File: config.mk
export PLATFORM = sky130hd
export DESIGN_NAME = ice_reset_ctl
export DESIGN_NICKNAME = d
export VERILOG_FILES = /design/src/rtl/ice_reset_pkg.sv /design/src/rtl/ice_rst_filter.sv /design/src/rtl/ice_reset_ctl.sv
export SDC_FILE = /design/constraint.sdc
export NUM_CORES = 1
export LEC_CHECK = 0
export CORE_AREA = 10 10 79 81
export DETAILED_ROUTE_END_ITERATION = 16
export DIE_AREA = 0 0 89 91
export PLACE_DENSITY_LB_ADDON = 0.25
export SYNTH_ARGS = -nofsm -noshare
export SYNTH_HDL_FRONTEND = slang
export SYNTH_HIERARCHICAL = 1
export SYNTH_SLANG_ARGS = --single-unit
File: constraint.sdc
create_clock -name CLK -period 2.3 [get_ports CLK]
set_input_delay 0.575 -clock CLK [delete_from_list [all_inputs] [get_ports CLK]]
set_output_delay 0.575 -clock CLK [all_outputs]
set_load 0.01 [all_outputs]
File: src/rtl/ice_reset_pkg.sv
// ice_reset_pkg: shared state encodings and cause-flag bit indices for the ICE reset controller.
package ice_reset_pkg;
  typedef enum logic [1:0] {
    P_ACT  = 2'd0,
    P_WAIT = 2'd1,
    P_REL  = 2'd2
  } poc_state_e;
  typedef enum logic [1:0] {
    F_IDLE = 2'd0,
    F_HOLD = 2'd1,
    F_DONE = 2'd2,
    F_WAIT = 2'd3
  } frst_state_e;
  localparam int RESF_TERM = 0;
  localparam int RESF_POC  = 1;
  localparam int RESF_ICE  = 2;
endpackage

File: src/rtl/ice_rst_filter.sv
// ice_rst_filter: two-flop synchroniser plus stable-count noise filter for an active-low reset pin.
//   i_clk   - clock
//   i_rst_n - asynchronous active-low reset
//   i_raw   - raw asynchronous input
//   o_filt  - filtered level, follows the input after FILT_CYC stable differing samples
//   o_fall  - high in the cycle whose edge takes o_filt from 1 to 0
module ice_rst_filter #(
  parameter int FILT_CYC = 4,
  parameter int CNT_W    = 16
) (
  input  logic i_clk,
  input  logic i_rst_n,
  input  logic i_raw,
  output logic o_filt,
  output logic o_fall
);
  logic r_s1, r_s2, r_filt, w_diff, w_flip;
  logic [CNT_W-1:0] r_cnt;
  assign w_diff = r_s2 != r_filt;
  assign w_flip = w_diff && (r_cnt == CNT_W'(FILT_CYC - 1));
  assign o_filt = r_filt;
  assign o_fall = w_flip & r_filt;
  always_ff @(posedge i_clk or negedge i_rst_n) begin
    if (!i_rst_n) begin
      r_s1   <= 1'b0;
      r_s2   <= 1'b0;
      r_filt <= 1'b0;
      r_cnt  <= '0;
    end else begin
      r_s1   <= i_raw;
      r_s2   <= r_s1;
      r_cnt  <= (w_diff && !w_flip) ? r_cnt + CNT_W'(1) : '0;
      r_filt <= w_flip ? r_s2 : r_filt;
    end
  end
endmodule

File: src/rtl/ice_reset_ctl.sv
// ice_reset_ctl: ICE reset controller driving TERRESB/POCRESB into the ICE reset buffer stage.
//   CLK      - ICE system clock
//   RESB     - asynchronous active-low reset
//   RSTPIN_N - raw external reset pin (synchronised + noise filtered)
//   POCDET_N - raw power-on detector, 0 = power not good (synchronised)
//   FRST_REQ - debugger forced-reset request level
//   FRST_ACK - one-cycle pulse when a forced reset completes
//   RESF_CLR - pulse clearing the TERM and ICE cause flags (POC only while released)
//   TERRESB  - filtered terminal reset, active low
//   POCRESB  - power-on-clear reset, active low
//   RESF     - sticky cause flags {ICE, POC, TERM}
// Define ICE_RSTCTL_FRST_EN to build the debugger forced-reset sequencer.
module ice_reset_ctl
  import ice_reset_pkg::*;
#(
  parameter int FILT_CYC = 4,
  parameter int POC_DLY  = 64,
  parameter int FRST_CYC = 16,
  parameter int CNT_W    = 16
) (
  input  logic       CLK,
  input  logic       RESB,
  input  logic       RSTPIN_N,
  input  logic       POCDET_N,
  input  logic       FRST_REQ,
  output logic       FRST_ACK,
  input  logic       RESF_CLR,
  output logic       TERRESB,
  output logic       POCRESB,
  output logic [2:0] RESF
);
  logic w_pin_filt, w_pin_fall, r_poc_s1, r_poc_s2, r_pocresb, r_terresb;
  logic w_hold, w_hold_entry, w_p_entry, w_rel_next;
  logic [CNT_W-1:0] r_cnt, w_cnt_next;
  logic [2:0] r_resf;
  poc_state_e r_pstate, w_pnext;
  ice_rst_filter #(.FILT_CYC(FILT_CYC), .CNT_W(CNT_W)) u_pin_filt (
    .i_clk  (CLK),
    .i_rst_n(RESB),
    .i_raw  (RSTPIN_N),
    .o_filt (w_pin_filt),
    .o_fall (w_pin_fall)
  );
  // Any loss of power sends the POC FSM back to P_ACT; otherwise count down to release.
  always_comb begin
    w_pnext = !r_poc_s2 ? P_ACT :
              (r_pstate == P_ACT) ? ((POC_DLY == 1) ? P_REL : P_WAIT) :
              (r_pstate == P_WAIT && r_cnt != CNT_W'(1)) ? P_WAIT : P_REL;
  end
  assign w_rel_next = w_pnext == P_REL;
  assign w_p_entry  = (w_pnext == P_ACT) && (r_pstate != P_ACT);
  // The delay counter is shared: the POC wait and the forced hold can never overlap,
  // because a hold only starts and survives while the POC FSM sits in P_REL.
  always_comb begin
    w_cnt_next = r_cnt;
    if (r_pstate == P_ACT) w_cnt_next = CNT_W'(POC_DLY - 1);
    else if (r_pstate == P_WAIT) w_cnt_next = r_cnt - CNT_W'(1);
`ifdef ICE_RSTCTL_FRST_EN
    else if (w_hold_entry) w_cnt_next = CNT_W'(FRST_CYC - 1);
    else if (w_hold) w_cnt_next = r_cnt - CNT_W'(1);
`endif
  end
`ifdef ICE_RSTCTL_FRST_EN
  frst_state_e r_fstate, w_fnext;
  logic r_ack;
  // A POCRESB fall aborts the sequence in the same edge, so no ACK is issued.
  always_comb begin
    w_fnext = r_fstate;
    case (r_fstate)
      F_IDLE:  w_fnext = (FRST_REQ && r_pocresb) ? F_HOLD : F_IDLE;
      F_HOLD:  w_fnext = (r_cnt == '0) ? F_DONE : F_HOLD;
      F_DONE:  w_fnext = F_WAIT;
      default: w_fnext = FRST_REQ ? F_WAIT : F_IDLE;
    endcase
    if (!w_rel_next) w_fnext = F_IDLE;
  end
  assign w_hold       = r_fstate == F_HOLD;
  assign w_hold_entry = (r_fstate == F_IDLE) && (w_fnext == F_HOLD);
  assign FRST_ACK     = r_ack;
  always_ff @(posedge CLK or negedge RESB) begin
    if (!RESB) begin
      r_fstate <= F_IDLE;
      r_ack    <= 1'b0;
    end else begin
      r_fstate <= w_fnext;
      r_ack    <= w_fnext == F_DONE;
    end
  end
`else
  logic w_unused;
  assign w_unused     = FRST_REQ ^ (FRST_CYC > 255);
  assign w_hold       = 1'b0;
  assign w_hold_entry = 1'b0;
  assign FRST_ACK     = 1'b0;
`endif
  assign TERRESB = r_terresb;
  assign POCRESB = r_pocresb;
  assign RESF    = r_resf;
  always_ff @(posedge CLK or negedge RESB) begin
    if (!RESB) begin
      r_poc_s1  <= 1'b0;
      r_poc_s2  <= 1'b0;
      r_pstate  <= P_ACT;
      r_pocresb <= 1'b0;
      r_terresb <= 1'b0;
      r_cnt     <= '0;
      r_resf    <= 3'b010;
    end else begin
      r_poc_s1  <= POCDET_N;
      r_poc_s2  <= r_poc_s1;
      r_pstate  <= w_pnext;
      r_pocresb <= w_rel_next;
      r_terresb <= w_pin_filt & ~w_hold;
      r_cnt     <= w_cnt_next;
      // Priority: POC entry clears, then a new cause sets, then software clear.
      r_resf[RESF_TERM] <= w_p_entry ? 1'b0 : w_pin_fall ? 1'b1 : RESF_CLR ? 1'b0 : r_resf[RESF_TERM];
      r_resf[RESF_POC]  <= (w_pnext == P_ACT) | (r_resf[RESF_POC] & ~(RESF_CLR & r_pocresb));
      r_resf[RESF_ICE]  <= w_p_entry ? 1'b0 : w_hold_entry ? 1'b1 : RESF_CLR ? 1'b0 : r_resf[RESF_ICE];
    end
  end
endmodule

==> key figures, run 1 <==
Clocking
  – Hold buffers post-CTS: 0
  – Max clock buf depth: 2
  – Clock root buffer: clkbuf_8
  – Post-CTS resize count: 0
  – Worst-Skew Late Latency: 0.29 ns
  – Num CTS Buffers: 5
  – Clk sink count: 43
  – H-tree Lvls: 2
  – Setup bufs post-CTS: 0
  – CTS tree: done
  – CTS clk-pin slew, worst paths: 0.08 ns

Timing
  – Slew Limit Fails: 0
  – Least-Margin Pin Slew: 0.771 ns
  – Setup Viol. Count Final: 0
  – FMAX: 517 MHz
  – Fin crit period: 1.93 ns
  – Slew margin rel.: 48.4%
  – Skew final: 0.00370 ns
  – Final hold vios: 0
  – RSZ-0062 raised after global routing: false
  – Setup TNS: 0 ns
  – Final period utilization: 84.1%

Setup path
  – Worst path buffer plus inverter count: 1
  – CP Data Arrival Time: 1.36 ns
  – Top delay family on crit path: flip-flops
  – Crit Path Max Fanout: 2
  – CP max stage delay: 0.54 ns
  – Worst path cell trace: clkdlybuf4s50_1
  – CP startpoint kind: flip-flop
  – Worst Path Required: 1.73 ns
  – Worst path slowest cell: dfstp_2
  – Critical path class: flip-flop to primary output
  – CP Capture Type: primary output

Finish
  – Most common cell after layout, fill and taps aside: dfrtp_1
  – Layout cells sized above 1: 13.9%
  – Layout Nets: 210
  – Area Growth Syn to Fin: 11.5%
  – Fillcell total: 411
  – Design area: 2290 um2
  – N_diodes: 0
  – Most frequent cells in the layout: dfrtp_1 (42), nor2_1 (23), xnor2_1 (14)

Die
  – Chip height: 91 um
  – Rows: 25
  – Num ports: 12
  – Die area: 8100 um2
  – Core area: 4660 um2
  – Starting Density: 44.1%
  – Die width: 89 um

Synth
  – Area leader, netlist: dfrtp_1
  – Synth Warn #: 6
  – Syn avg cell area: 10.8 um2
  – Area share of the largest cell type after synthesis: 51.2%
  – Synth cell types: 46
  – Main flop type after synthesis: dfrtp_1
  – EDFF count, synth: 0
  – Synth async-reset ratio: 100%
  – Synth area leaders: dfrtp_1 (51%), xnor2_1 (6.0%), nor2_1 (4.2%)
  – Synth Instances: 190
  – Sequential area share after synthesis: 52.4%
  – Post-Syn Area: 2050 um2
  – Flops & latches, synth: 43

Global routing
  – Largest net degree at the start of global routing: 44
  – Initial antenna violation count: 0
  – First-pass GRT wire length: 6.47 mm
  – GRT overflow: 0
  – Total track usage: 9.68%
  – Vias in the first global route: 1,450

Power
  – Clock network power share: 36.5%
  – Sw Pwr: 408 uW
  – Internal: 1.23 mW
  – Combinational Power Share: 11.7%
  – PD cells: 713 nW/um2
  – Sw frac: 25.0%
  – Worst VDD drop: 658 uV
  – Static Leakage: 0.929 nW
  – Power consumption: 1.63 mW
  – Flop pwr share: 51.8%

Detailed routing
  – Number of remaining DRC errors: 0
  – DRT antenna net count: 0
  – DRT Wirelength: 3.56 mm
  – 1st-pass router iterations: 4
  – Drt via density: 5.37
  – DRT iter0 DRCs: 132
  – Via count: 1,374
  – WL per Instance: 13.9 um

Hold path
  – Hold Path Class: primary input to async pin

Placement
  – IO buf count: 8
  – Final Wtd Congestion: 0.836
  – Post-DP HPWL: 2.52 mm
  – Placed instance area: 2170 um2

Flow run
  – Max-Cap Viols: 0

Outcome
  – Status: finished clean
## stage by stage
stage | utilization (%) | setup WS, ns | instances | hold slack, ns
floorplan | - | 0.700 | 191 | 0.279
global placement | 46.6 | 0.518 | 248 | 0.337
detailed placement | 46.6 | 0.442 | 248 | 0.344
CTS | 49.2 | 0.349 | 256 | 0.353
global route | 49.2 | 0.307 | 256 | 0.366
finish | 49.2 | 0.366 | 256 | 0.340
## per-layer routing
metal	vias to the layer above	wire, um	GRT usage (%)
met3	6	197	3.75
met4	0	34	2.52
li1	677	-	-
met1	665	1680	12.3
met2	26	1650	14.9
met5	-	0	0
## final cells by class
type	instances	area, um2	share of cell area, %
clock buffer	6	82.6	3.60
clock inverter	2	35.0	1.53
inverter	4	15.0	0.655
multi-input combinational	138	931	40.6
sequential	43	1080	47.0
tap	54	67.6	2.95
timing repair buffer	9	82.6	3.60
## synthesized netlist by cell type (all sizes together), types with 3 or more instances
| master | n |
|---|---|
| a21oi | 6 |
| and3 | 3 |
| buf | 4 |
| dfrtp | 42 |
| ha | 3 |
| inv | 4 |
| nand2 | 10 |
| nand3 | 7 |
| nand4 | 7 |
| nor2 | 27 |
| nor2b | 6 |
| nor3 | 8 |
| nor4 | 8 |
| nor4b | 3 |
| o21ai | 4 |
| or3 | 3 |
| xnor2 | 14 |
| xor2 | 9 |
## power by group through the flow
stage	clock network [mW]	registers [mW]	logic (mW)
final	0.596	0.847	0.191
after global routing	0.641	0.855	0.216
after CTS	0.621	0.847	0.194
after detailed placement	0	0.862	0.193
after global placement	0	0.859	0.188
after floorplan	0	0.850	0.143
## cell families after synthesis
kind of cell / after synthesis / share of synthesized area [%]
AO/OA/AOI/OAI: 15 / 4.32
flip-flops: 43 / 52.4
AND/OR/NAND/NOR: 93 / 28.0
adder cells (fa/ha/maj): 3 / 1.83
buffers and inverters: 10 / 2.44
multiplexers: 2 / 1.04
other: 1 / 0.183
XOR/XNOR: 23 / 9.81
## final timing paths
path	start	endpoint	cells past startpoint	slack (ns)
setup / recovery	RESF[1]	RESF[1]	1	0.37
hold reg to reg	r_poc_s1	r_poc_s2	0	0.35
max in group asynchronous	RESB	RESF[1]	2	1.58
hold / removal	RESB	u_pin_filt/r_cnt[11]	2	0.34
min in group CLK	r_poc_s1	r_poc_s2	0	0.35
setup reg to reg	r_cnt[1]	r_cnt[12]	6	0.44
## worst register-to-register path: stages, from the launching register on
cell	delay, ns
dfrtp_1	0.41
inv_1	0.11
ha_1	0.20
nor4b_2	0.57
nand4_1	0.19
xor2_1	0.19
nor2_1	0.05
## state kept, by name, summed over array words and instances (netlist names)
name / cells
r_pstate: 2
u_pin_filt/r_s2: 1
u_pin_filt/r_cnt: 16
RESF: 2
POCRESB: 1
r_poc_s1: 1
u_pin_filt/o_filt: 1
r_cnt: 16
r_poc_s2: 1
TERRESB: 1
u_pin_filt/r_s1: 1
Note: power is estimated with default switching activity, not from simulation.
==> run 2: changes to the inputs <==
clock period = 1.65 ns   (was 2.3 ns; I/O delays follow)
==> run 2 against run 1 <==
  * Core utilization is 4.8 points higher
  * Clock power is 21% higher
  * Sequential power is 39% higher
  * Clock skew is 0.0022 ns higher
  * Non-clock buffer count is 22 higher
  * Register-to-register slack worse by 0.42 ns
==> key figures, run 2 (synthesized netlist as in run 1, its figures left out) <==
Detailed routing
  – Via count: 1,512 (+10%)
  – DRT Wirelength: 4.09 mm (+15%)
  – WL per Instance: 14.7 um (+5.8%)
  – 1st-pass router iterations: 4 (unchanged)
  – Drt via density: 5.44 (+1.3%)
  – DRT antenna net count: 0 (unchanged)
  – DRT iter0 DRCs: 107 (-19%)
  – Number of remaining DRC errors: 0 (unchanged)

Timing
  – FMAX: 613 MHz
  – Hold slack: 0.0169 ns (-0.323 ns)
  – Skew final: 0.00590 ns (+0.00220 ns)
  – Final period utilization: 98.8%
  – Setup TNS: 0 ns (unchanged)
  – Setup ws final: 0.0194 ns (-0.346 ns)
  – RSZ-0062 raised after global routing: true
  – Setup Viol. Count Final: 0 (unchanged)
  – Final hold vios: 0 (unchanged)
  – Slew Limit Fails: 0 (unchanged)
  – Fin crit period: 1.63 ns

Setup path
  – RR Startpoint: r_cnt[12]
  – Levels on crit path: 4 (+3)
  – Worst path slowest cell: or3_1
  – CP Data Arrival Time: 1.85 ns (+0.49 ns)
  – Critical path class: flip-flop to flip-flop
  – FF-to-FF End: r_cnt[15]
  – CP max stage delay: 0.46 ns (-0.08 ns)
  – Worst r2r path cells: 4 (-2)
  – Crit Path Max Fanout: 4 (+2)
  – CP Capture Type: flip-flop
  – Worst path cell trace: or3_1 -> nor3_1 -> or3b_1 -> a21oi_2
  – Worst path buffer plus inverter count: 0 (-1)
  – Top delay family on crit path: simple AND/OR/NAND/NOR gates
  – Worst Path Required: 1.87 ns (+0.14 ns)
  – Reg2Reg Setup Slack: 0.02 ns (-0.42 ns)
  – CP startpoint kind: flip-flop

Finish
  – Fillcell total: 388 (-5.6%)
  – Area Growth Syn to Fin: 22.5%
  – Layout Nets: 232 (+10%)
  – Layout cells sized above 1: 26.8% (+13 points)
  – Most frequent cells in the layout: dfrtp_1 (39), nor2_1 (23), buf_4 (21)
  – Regs by FF count: r_cnt: 16 flops, u_pin_filt/r_cnt: 16 flops
  – N_diodes: 0 (unchanged)
  – Most common cell after layout, fill and taps aside: dfrtp_1
  – Design area: 2520 um2 (+9.8%)

Die
  – Core area: 4660 um2 (unchanged)
  – Starting Density: 44.1% (unchanged)
  – Die area: 8100 um2 (unchanged)
  – Num ports: 12 (unchanged)
  – Rows: 25 (unchanged)
  – Chip height: 91 um (unchanged)
  – Die width: 89 um (unchanged)

Power
  – PD cells: 904 nW/um2 (+27%)
  – Worst VDD drop: 669 uV (+1.7%)
  – Static Leakage: 1.07 nW (+15%)
  – Power consumption: 2.27 mW (+39%)

Clocking
  – Worst-Skew Late Latency: 0.29 ns (about the same)
  – Max clock buf depth: 2 (unchanged)
  – Clk sink count: 43 (unchanged)
  – Clock root buffer: clkbuf_8
  – CTS clk-pin slew, worst paths: 0.08 ns (about the same)
  – Num CTS Buffers: 5 (unchanged)
  – CTS tree: done
  – H-tree Lvls: 2 (unchanged)

Placement
  – IO buf count: 8 (unchanged)
  – Pre-CTS WS: -0.00554 ns (-0.447 ns)
  – Placed instance area: 2320 um2 (+6.7%)
  – Post-DP HPWL: 2.93 mm (+16%)
  – Final Wtd Congestion: 0.801 (-4.2%)

Hold path
  – Hold Path Class: primary input to async pin

Global routing
  – Total track usage: 11.0% (+1.3 points)
  – Vias in the first global route: 1,544 (+6.5%)
  – GRT overflow: 0 (unchanged)
  – Initial antenna violation count: 0 (unchanged)
  – First-pass GRT wire length: 7.26 mm (+12%)
  – Largest net degree at the start of global routing: 19 (-57%)

Outcome
  – Status: finished clean

Flow run
  – Max-Cap Viols: 0 (unchanged)
run 2: final cells by class:
type	instances	area (um2)	area share [%]
sequential	43	1080	43.0
multi-input combinational	138	976	38.8
timing repair buffer	31	277	11.0
clock buffer	8	100	3.98
tap	54	67.6	2.69
inverter	4	15.0	0.597
run 2: power by group:
group | total, mW | switching, mW | leakage [nW] | internal, mW
logic | 0.374 | 0.191 | 0.470 | 0.183
clock network | 0.721 | 0.339 | 0.0515 | 0.382
registers | 1.18 | 0.0611 | 0.549 | 1.12
total | 2.27 | 0.591 | 1.07 | 1.68
run 2: worst register-to-register path: stages (launching register included):
cell	delay [ns]
dfrtp_1	0.38
or3_1	0.46
nor3_1	0.21
or3b_1	0.39
a21oi_2	0.13
run 2: what timing repair did:
action,in CTS,in global routing
resized for setup,1,14
pin swaps,2,6
setup endpoints to repair,2,26
hold buffers,0,0
buffers inserted,2,4
run 2: routing by layer:
layer	global-route usage (%)	share of wire, %
met1	14.5	47
met2	16.7	48
met3	3.49	4.9
met4	3.18	0.91
met5	0	0
run 2: worst max path at each step:
stage / from / to / slack, ns
2_1_floorplan: r_cnt[4] / r_cnt[15] / 0.05
3_5_place_dp: r_cnt[5] / r_cnt[15] / -0.006
5_1_grt: r_cnt[6] / r_cnt[15] / -0.05
3_3_place_gp: r_cnt[5] / r_cnt[15] / 0.06
4_1_cts: r_cnt[5] / r_cnt[15] / 0.005
6_report: r_cnt[12] / r_cnt[15] / 0.02
run 2: per-stage QoR:
step	utilization [%]	instances
floorplan	-	191
global placement	49.7	264
detailed placement	49.7	264
CTS	52.2	274
global route	54.0	278
finish	54.0	278
==> patch, RTL diff (flow settings as in run 2) <==
`CNT_W` is set to 16 in 2 places; all go to 24.
--- a/src/rtl/ice_rst_filter.sv
+++ b/src/rtl/ice_rst_filter.sv
@@ -6,7 +6,7 @@
 //   o_fall  - high in the cycle whose edge takes o_filt from 1 to 0
 module ice_rst_filter #(
   parameter int FILT_CYC = 4,
-  parameter int CNT_W    = 16
+  parameter int CNT_W    = 24
 ) (
   input  logic i_clk,
   input  logic i_rst_n,
--- a/src/rtl/ice_reset_ctl.sv
+++ b/src/rtl/ice_reset_ctl.sv
@@ -16,7 +16,7 @@
   parameter int FILT_CYC = 4,
   parameter int POC_DLY  = 64,
   parameter int FRST_CYC = 16,
-  parameter int CNT_W    = 16
+  parameter int CNT_W    = 24
 ) (
   input  logic       CLK,
   input  logic       RESB,
Function: same outputs for any inputs over 10 cycles, from zero or initial values; that may be too few to reach the edited logic, so the function may still have changed.
==> patch against run 2 <==
The flow now stops in 5_1_grt; area after synthesis is 41% higher.
==> patch: results (changes against run 2) <==
CTS Buf Count 9 (+4); Seq/Total Area, Yosys 50.93% (-1.5 points); status did not finish; number of synthesized register bits 59 (+37%); pre-CTS setup slack -0.6278 ns (-0.6223 ns); Post-synth top cells dfrtp_1, nor2_1, a21oi_1, or4_1, nand2_1; Fail Step 5_1_grt; xor/xnor share of the synthesized area 6.037% (-3.8 points); Netlist cell types 44 (-4.3%); worst_ep grt r_cnt[10]$_DFFE_PN0P_/D; tool error [ERROR DPL-0033] detailed placement checks failed during check placement.; antenna violations before repair 0; Buffers on Ports 8 (unchanged); Async SR Flop Fraction 100.0% (unchanged); Synth area leaders dfrtp_1, or4_1, nor2_1; Clock Tree Root clkbuf_8; synth warn 6 (unchanged); HPWL Detailed 4.831 mm (+65%); Synth Area in Compound Gates 11.04% (+6.7 points); RePlAce Congestion 0.8337 (+4.1%); htree depth 3 (+1); largest net degree at the start of global routing 60; Post-Synth Adder-Cell Area 1.294% (-0.53 points); mux cell area share after synthesis 0.7331% (-0.30 points); Longest Clk Path Bufs 2 (unchanged); worst endpoint type sequential cell input
[patch: cells by family after synthesis]
logic type,after synthesis
multiplexers,2
adder cells (fa/ha/maj),3
AND/OR/NAND/NOR,134
XOR/XNOR,20
other,1
flip-flops,59
buffers and inverters,25
AO/OA/AOI/OAI,52
[patch: metrics by stage]
stage / area, µm² / setup TNS (ns) / cells
after detailed placement: 3543 / -6.503 / 412
after CTS: 4204 / -5.383 / 449
after global placement: 3543 / -4.083 / 412
after floorplan: 2949 / -4.972 / 297
[patch: what timing repair did]
item,4_1_cts
pin swaps,30
gates cloned,3
endpoints found under the setup margin,48
gates resized for setup,63
setup buffers,19
